<file path="src/rtl/iagc_controller.sv">
`default_nettype none
// ----------------------------------------------------------------------------
// iagc_controller : IAGC sequencer - command dispatch, capture, clean and dump
// Revision 1.0
// ----------------------------------------------------------------------------
module iagc_controller #(
    parameter int IAGC_STATUS_SIZE = 4,
    parameter int DATA_SIZE        = 8,
    parameter int ADDR_SIZE        = 10,
    parameter int INIT_CYCLES      = 16
) (
    input  logic                        i_clock,
    input  logic                        i_reset_n,
    input  logic                        i_rx_valid,
    input  logic                        i_cmd_reset,
    input  logic                        i_cmd_sample,
    input  logic                        i_cmd_set_decim,
    input  logic                        i_cmd_clean_mem,
    input  logic                        i_cmd_dump_mem,
    input  logic [DATA_SIZE-1:0]        i_cmd_param,
    input  logic                        i_sample_valid,
    input  logic                        i_tx_ready,
    output logic [IAGC_STATUS_SIZE-1:0] o_iagc_status,
    output logic [ADDR_SIZE-1:0]        o_mem_addr,
    output logic                        o_mem_we,
    output logic                        o_mem_clear,
    output logic                        o_tx_valid,
    output logic [3:0]                  o_decim,
    output logic                        o_cmd_error
);

    typedef enum logic [3:0] {
        ST_RESET     = 4'b0000,
        ST_INIT      = 4'b0001,
        ST_IDLE      = 4'b0010,
        ST_SAMPLE    = 4'b0011,
        ST_CMD_PARSE = 4'b0100,
        ST_CMD_READ  = 4'b0101,
        ST_CMD_ERROR = 4'b0110,
        ST_DUMP_MEM  = 4'b0111,
        ST_CLEAN_MEM = 4'b1000
    } state_t;

    localparam int                    INIT_W    = (INIT_CYCLES > 1) ? $clog2(INIT_CYCLES) : 1;
    localparam logic [INIT_W-1:0]     INIT_LAST = INIT_W'(INIT_CYCLES - 1);
    localparam logic [ADDR_SIZE-1:0]  ADDR_LAST = '1;

    state_t                state;
    state_t                state_next;
    logic [INIT_W-1:0]     init_cnt;
    logic [3:0]            decim_cnt;
    logic [3:0]            decim;
    logic [ADDR_SIZE-1:0]  mem_addr;
    logic                  tx_phase;
    logic                  handshake;
    logic                  addr_last;
    logic                  unused_param;

    assign addr_last     = (mem_addr == ADDR_LAST);
    assign o_mem_addr    = mem_addr;
    assign o_decim       = decim;
    assign o_iagc_status = IAGC_STATUS_SIZE'(state);
    assign unused_param  = ^i_cmd_param;

    always_ff @(posedge i_clock or negedge i_reset_n) begin
        if (!i_reset_n) begin
            state <= ST_RESET;
        end else begin
            state <= state_next;
        end
    end

    always_comb begin
        state_next  = state;
        o_mem_we    = 1'b0;
        o_mem_clear = 1'b0;
        o_tx_valid  = 1'b0;
        o_cmd_error = 1'b0;
        handshake   = 1'b0;
        case (state)
            ST_RESET:     state_next = ST_INIT;
            ST_INIT:      if (init_cnt == INIT_LAST) state_next = ST_IDLE;
            ST_IDLE:      if (i_rx_valid) state_next = ST_CMD_READ;
            ST_CMD_READ:  state_next = ST_CMD_PARSE;
            ST_CMD_PARSE: begin
                if (i_cmd_reset)          state_next = ST_RESET;
                else if (i_cmd_sample)    state_next = ST_SAMPLE;
                else if (i_cmd_set_decim) state_next = ST_IDLE;
                else if (i_cmd_clean_mem) state_next = ST_CLEAN_MEM;
                else if (i_cmd_dump_mem)  state_next = ST_DUMP_MEM;
                else                      state_next = ST_CMD_ERROR;
            end
            ST_CMD_ERROR: begin
                o_cmd_error = 1'b1;
                state_next  = ST_IDLE;
            end
            ST_SAMPLE: begin
                // A new command byte preempts capture, including a write due this cycle
                if (i_rx_valid) begin
                    state_next = ST_CMD_READ;
                end else if (i_sample_valid && (decim_cnt == 4'd0)) begin
                    o_mem_we = 1'b1;
                    if (addr_last) state_next = ST_IDLE;
                end
            end
            ST_CLEAN_MEM: begin
                o_mem_we    = 1'b1;
                o_mem_clear = 1'b1;
                if (addr_last) state_next = ST_IDLE;
            end
            ST_DUMP_MEM: begin
                o_tx_valid = tx_phase;
                if (tx_phase && i_tx_ready) begin
                    handshake = 1'b1;
                    if (addr_last) state_next = ST_IDLE;
                end
            end
            default:      state_next = ST_RESET;
        endcase
    end

    always_ff @(posedge i_clock or negedge i_reset_n) begin
        if (!i_reset_n) begin
            init_cnt  <= '0;
            decim_cnt <= '0;
            decim     <= '0;
            mem_addr  <= '0;
            tx_phase  <= 1'b0;
        end else begin
            case (state)
                ST_RESET: begin
                    init_cnt <= '0;
                    decim    <= '0;
                    mem_addr <= '0;
                    tx_phase <= 1'b0;
                end
                ST_INIT: init_cnt <= init_cnt + 1'b1;
                ST_CMD_PARSE: begin
                    mem_addr  <= '0;
                    decim_cnt <= '0;
                    tx_phase  <= 1'b0;
                    if (!i_cmd_reset && !i_cmd_sample && i_cmd_set_decim)
                        decim <= i_cmd_param[3:0];
                end
                ST_SAMPLE: begin
                    if (!i_rx_valid && i_sample_valid) begin
                        if (decim_cnt == 4'd0) begin
                            decim_cnt <= decim;
                            mem_addr  <= mem_addr + 1'b1;
                        end else begin
                            decim_cnt <= decim_cnt - 1'b1;
                        end
                    end
                end
                ST_CLEAN_MEM: mem_addr <= mem_addr + 1'b1;
                ST_DUMP_MEM: begin
                    // tx_phase low is the RAM read-latency wait slot
                    if (handshake) begin
                        mem_addr <= mem_addr + 1'b1;
                        tx_phase <= 1'b0;
                    end else begin
                        tx_phase <= 1'b1;
                    end
                end
                default: ;
            endcase
        end
    end

endmodule
`default_nettype wire

</file>
<file path="config.mk">
export PLATFORM = sky130hd
export DESIGN_NAME = iagc_controller
export DESIGN_NICKNAME = d
export VERILOG_FILES = /design/src/rtl/iagc_controller.sv
export SDC_FILE = /design/constraint.sdc
export NUM_CORES = 1
export LEC_CHECK = 0
export BUFFER_PORTS_ARGS = -buffer_cell sky130_fd_sc_hd__buf_2
export CORE_MARGIN = 1.5
export CORE_UTILIZATION = 43
export CTS_CLUSTER_SIZE = 8
export DETAILED_ROUTE_END_ITERATION = 8
export PLACE_DENSITY = 0.66
export SETUP_SLACK_MARGIN = 0.02
export SLEW_MARGIN = 20
export SYNTH_ARGS = -nofsm -noshare
export SYNTH_HDL_FRONTEND = slang
export SYNTH_SLANG_ARGS = --single-unit
</file>
<file path="constraint.sdc">
create_clock -name i_clock -period 2 [get_ports i_clock]
set_clock_uncertainty 0.05 [all_clocks]
set_input_delay 0.1 -clock i_clock [delete_from_list [all_inputs] [get_ports i_clock]]
set_output_delay 0.1 -clock i_clock [all_outputs]
set_load 0.1 [all_outputs]
</file>
==> Word-level counts from Yosys, hierarchy flattened <==
Cells that the tools add are included.
{ "classes": {"add_sub_neg": 3, "eq_ne": 18, "n_mux": 32, "n_reduce_logical": 20} }
{ "op_table": {"columns": ["operator", "n"], "rows": [
  ["$mux 4", 13],
  ["$pmux 10 s4", 1],
  ["$pmux 4 s9", 1],
  ["$mux 10", 3],
  ["$pmux 4 s2", 3],
  ["$eq 4x3->1 const B", 4],
  ["$ne 2x2->1 const B", 7],
  ["$add 10x1->10 const B", 1],
  ["$eq 10x10->1 const B", 1],
  ["$mux 1", 9],
  ["$eq 4x2->1 const B", 2],
  ["$eq 4x4->1 const B", 2],
  ["$logic_not 4->1", 2],
  ["$reduce_and 4->1", 2],
  ["$reduce_bool 2->1", 4],
  ["$logic_and 1x1->1", 5],
  ["$add 4x1->4 const B", 1],
  ["$eq 4x1->1 const B", 1],
  ["$pmux 1 s2", 2],
  ["$reduce_and 2->1", 2],
  ["$reduce_bool 4->1", 1],
  ["$sub 4x1->4 const B", 1],
  ["$logic_not 1->1", 3],
  ["$ne 3x3->1 const B", 1],
  ["$reduce_or 2->1", 1]
]} }
{ "totals": {"ff_bits": 27, "inputBits": 18, "output_inout_bits": 22, "word_cells": 79} }

==> Longest topological paths before layout <==
{ "logic_depth": {"ltp_word": 6, "depth_mapped": 8, "ltp_nobuf": 7} }

==> Worst setup path after synthesis <==
Ideal clock, no wire load.
{ "synth_timing": {"kind": "reg-to-output", "from": "register state[2] (netlist: o_iagc_status[2])", "to": "output port o_cmd_error", "arrival_time_ns": 4.430, "required_ns": 1.850, "slack_ns": -2.580, "stages_incl_launch_ff": 4, "n_path_buf": 2, "path_cell_list": "dfrtp_1 > buf_2 > clkbuf_1 > nor4bb_1"} }
{ "synth_via": {"elab_chain_len": 2} }
{ "synth_rtl": {"columns": ["item", "line_no", "source"], "rows": [
  ["start, declared", "48", "state_t state;"],
  ["start signal, assigned", "69", "state <= state_next;"],
  ["$eq 4x3->1", "80", "case (state)"],
  ["$mux 1", "80", null],
  ["end, declared", "29", "output logic o_cmd_error"]
]} }
Every way passes these cells.

==> Final worst setup path <==
{ "layout_timing": {"from": "register decim_cnt[0]", "to": "register state[1] (netlist: o_iagc_status[1])"} }
{ "layout_via": {"elab_chain_len": 4} }
{ "layout_rtl": {"columns": ["item", "line_no", "source"], "rows": [
  ["start, declared", "51", "logic [3:0] decim_cnt;"],
  ["start signal, assigned", "148", "decim_cnt <= decim;"],
  ["start signal, assigned", "151", "decim_cnt <= decim_cnt - 1'b1;"],
  ["$logic_not 4->1", "101", "end else if (i_sample_valid && (decim_cnt == 4'd0)) begin"],
  ["$logic_and 1x1->1", "101", null],
  ["$ne 3x3->1 (no source line)", null, null],
  ["$reduce_and 4->1 (no source line)", null, null]
]} }
Every way passes these cells.
A chain may end at the register's enable or synchronous reset.

==> impl_results.md <==
* I/O pins at 40
* Worst hold-check path type: in -> reg
* Non-filler instance count after layout at 276
* R2r setup slk at around 77 ps
* DR pass1 iterations at 4
* Mux cell area share after synthesis at 0.671%
* Crit path max fanout at 5
* Main combinational cell family by area after synthesis: compound AO/OA/AOI/OAI gates
* Post-Synthesis Cell Area at 0.00168 mm^2
* Sequential fraction of the synthesis area at approximately two fifths
* Number of buffers inserted during clock tree synthesis at 3
* Setup TNS after final layout at 0 ps
* Flip-flop and latch area at 701 um^2
* Final net count at 250
* Maximum operating frequency at 520 MHz
* Flops & latches, synth at 27
* Number of cells produced by synthesis at 186
* Data required time at the worst endpoint at about 2100 ps
* Area fraction in compound gates after synthesis at 25.7%
* Min-Delay Endpoint: tx_phase$_DFFE_PN0P_
* # clock sinks at 27
* Max-capacitance violation count at 0
* GP Congestion at 0.904
* Wire length of the first global-routing pass at 6970 um
* TritonCTS clock tree: built
* Endpoint class of the critical path: flop
* Source of the worst register-to-register timing path: decim_cnt[0]$_DFFE_PN0P_
* Starting density of the core at between 40% and 50%
* Largest net degree at the start of global routing at 28
* Overflow left after global routing at 0
* Placeable core region at 0.00372 mm^2
* Clock transition at path regs at 90 ps
* Crit path max-delay cell type: dfrtp_1
* Clock tree buffer depth at 2
* Via count of the first global-routing pass at roughly 1,500
* Clock period minus final worst setup slack at 1920 ps
* Async S/R FF share, synth at 100%
* Worst hold path cell count at 2
* Maximum vdd ir drop at 0.548 mV
* Mean number of vias per cell at around 5.8
* Detailed Route WL at 4210 um
* DRT antenna net count at 0
* Cell Chain, Critical Path: inv_2, ha_4, nor3b_4, buf_4, a2111o_1, o211ai_2, a21oi_1, o22a_1
* ANT cells at 0
* Xor/xnor share of the synthesized area at about 4.2%
* Fraction of the mapped netlist area in adder cells at 2.24%
* Total of warnings raised by yosys at 0
* Finish-stage setup viols at 0
* H-tree depth reported by CTS at 1
* Static Leakage at between 0.9 and 1 nW
* Unique masters post-synth at 47
* Basic-gate share of the synthesized area counting and, or, nand and nor cells at 23.7%
* Die Outline Area at 0.00429 mm^2
* Drc violations at 0
* Type of the worst setup path: reg -> reg
* Endpoint of the worst register-to-register path: o_iagc_status[1]$_DFFE_PN0P_
* CP peak stage delay at approximately 430 ps
* Cell count of the worst reg-to-reg path at 8
* Final Slew Violations at 0
* Vias at 1,592
* Port Buffer Count at 35
* Data arrival, critical path at 2030 ps
* Power, Total at 0.00255 W
* Area added between synthesis and finish at 26.4%
* DRC marker count from the first detailed-route iteration at about 150
* Final Hold Viols at 0
* Number of filler cells placed in the layout at 352
* Floorplan die width at 65.5 um
* Synthesized Nets at 207
* Cell area power density at 1200 mW/mm^2
* WL per Instance at 15.2 um
* Worst-Skew Late Latency at ~270 ps
* Number of synthesized flops with an enable pin at 0
* Rel. slew slack at 58.4%
* Share of layout cells above drive strength 1 at approximately a third
* Crit start category: flop
* Mean instance size in the synthesized netlist at 9.02 um^2
* GR Util All Layers at between 20 and 25%
* Combined area of the multi-input logic cells at 980 um^2
* Transition time of the tightest slew-check pin at between 600 and 700 ps
* Cell at the root of the clock tree: clkbuf_8
* Initial antenna violation count at 0
* Status: finished clean
* Total instance count after detailed placement at roughly 270
* Post-detail-place hpwl at 2910 um
* Chip Height at 65.5 um
* Primary FF master, synth: dfrtp_1
* Final worst path period share at 96.2%
* Number of rows in the core area at 22
* Launch point of the worst hold path: i_tx_ready
==> sequential cells by signal, indices dropped and copies added, names as in the netlist <==
name	count
init_cnt	4
decim_cnt	4
o_iagc_status	4
tx_phase	1
o_decim	4
o_mem_addr	10
==> power by group <==
part           internal, W  switching, W  leakage [nW]  total, W
combinational     0.000517      0.000868         0.577   0.00138
sequential        0.000660      0.000196         0.350  0.000856
clock             0.000143      0.000166        0.0228  0.000309
total              0.00132       0.00123         0.950   0.00255
==> worst max-delay path: cells and delay by family, from the launching register on <==
| family | cells | cell delay [ps] |
|---|---|---|
| compound gates | 4 | 770 |
| flops | 1 | 430 |
| buf+inv | 2 | 220 |
| fa+ha+maj | 1 | 180 |
| simple gates | 1 | 150 |
==> stage by stage <==
step / hold slack [ps] / setup WS [ps] / instance area (um^2) / utilization (%)
floorplan: -246 / -190 / 1760 / -
global placement: 89.8 / 140 / 2000 / 53.9
detailed placement: 102 / 137 / 2000 / 53.9
CTS: 25.5 / 40.1 / 2070 / 55.6
global route: 24.1 / -15.9 / 2120 / 57.1
finish: 34.8 / 76.5 / 2120 / 57.1
==> cell families after synthesis <==
group / Yosys count
adder cells (fa/ha/maj): 3
flip-flops: 27
AO/OA/AOI/OAI: 59
AND/OR/NAND/NOR: 75
multiplexers: 1
XOR/XNOR: 8
buffers and inverters: 13
==> final cells by class <==
cell class	instances	share of cell area, %
inverters	4	0.885
well taps	48	2.83
multi-input cells	146	46.2
flip-flops and latches	27	33.0
repair buffers	47	14.9
clock buffers	4	2.12
==> Yosys cell counts (2+ instances only) <==
library cell	count	area share, %
a211oi_2	2	1.5
a21o_1	2	0.89
a21oi_1	15	4.5
a22o_1	11	5.7
a31oi_1	3	1.1
and3_1	4	1.5
and4b_1	2	1.2
buf_2	4	1.2
clkbuf_1	4	0.89
dfrtp_1	27	40
ha_1	3	2.2
inv_1	4	0.89
nand2_1	17	3.8
nand2b_1	2	0.75
nand3_1	9	2.7
nand4_1	2	0.75
nor2_1	19	4.3
nor2b_1	2	0.75
nor3_1	4	1.2
nor3b_1	2	0.89
o21a_1	2	0.89
o21ai_0	11	3.3
o22ai_1	2	0.75
o31ai_1	2	0.89
or3_1	2	0.75
xnor2_1	8	4.2
==> how the worst max path moves through the flow <==
stage	end	start	cells past startpoint	slack [ps]
after floorplan	o_cmd_error	o_iagc_status[0]$_DFFE_PN0P_	3	-190
after global placement	o_mem_addr[2]$_DFFE_PN0P_	decim_cnt[0]$_DFFE_PN0P_	8	140
after detailed placement	o_mem_addr[7]$_DFFE_PN0P_	decim_cnt[0]$_DFFE_PN0P_	8	140
after CTS	o_iagc_status[1]$_DFFE_PN0P_	decim_cnt[0]$_DFFE_PN0P_	8	40
after global routing	o_mem_we	decim_cnt[1]$_DFFE_PN0P_	7	-20
final	o_iagc_status[1]$_DFFE_PN0P_	decim_cnt[0]$_DFFE_PN0P_	8	80
==> repair_timing <==
| action | CTS | global route |
|---|---|---|
| resized for setup | 0 | 4 |
| endpoints found under the setup margin | 1 | 7 |
| endpoints found under the hold margin | 27 | 0 |
| buffers inserted | 1 | 5 |
| hold buffers | 1 | 0 |
| pin swaps | 0 | 1 |
==> layout by cell type, fill, tap and decap left out, drive strengths merged, types with 2 or more instances in the layout <==
cell,instances
a211oi,2
xnor2,8
or3,2
buf,46
dfrtp,27
o21a,2
nor3b,3
o21ai,11
o22ai,2
nand2b,2
o31ai,2
and3,4
ha,3
nand4,2
a22o,11
a21oi,15
and4b,2
nand3,9
nand2,17
nor2b,2
a31oi,3
inv,3
nor3,4
a21o,2
clkbuf,4
nor2,20
==> routing by layer <==
layer  global-route usage, %  up-vias  routed length, um
li1                        -      767                  -
met1                    29.7      784               2020
met2                    33.0       39               2030
met3                    2.74        2                145
met4                    5.73        0                 20
met5                       0        -                  0
No activity file was read; power rests on OpenSTA's default activity.
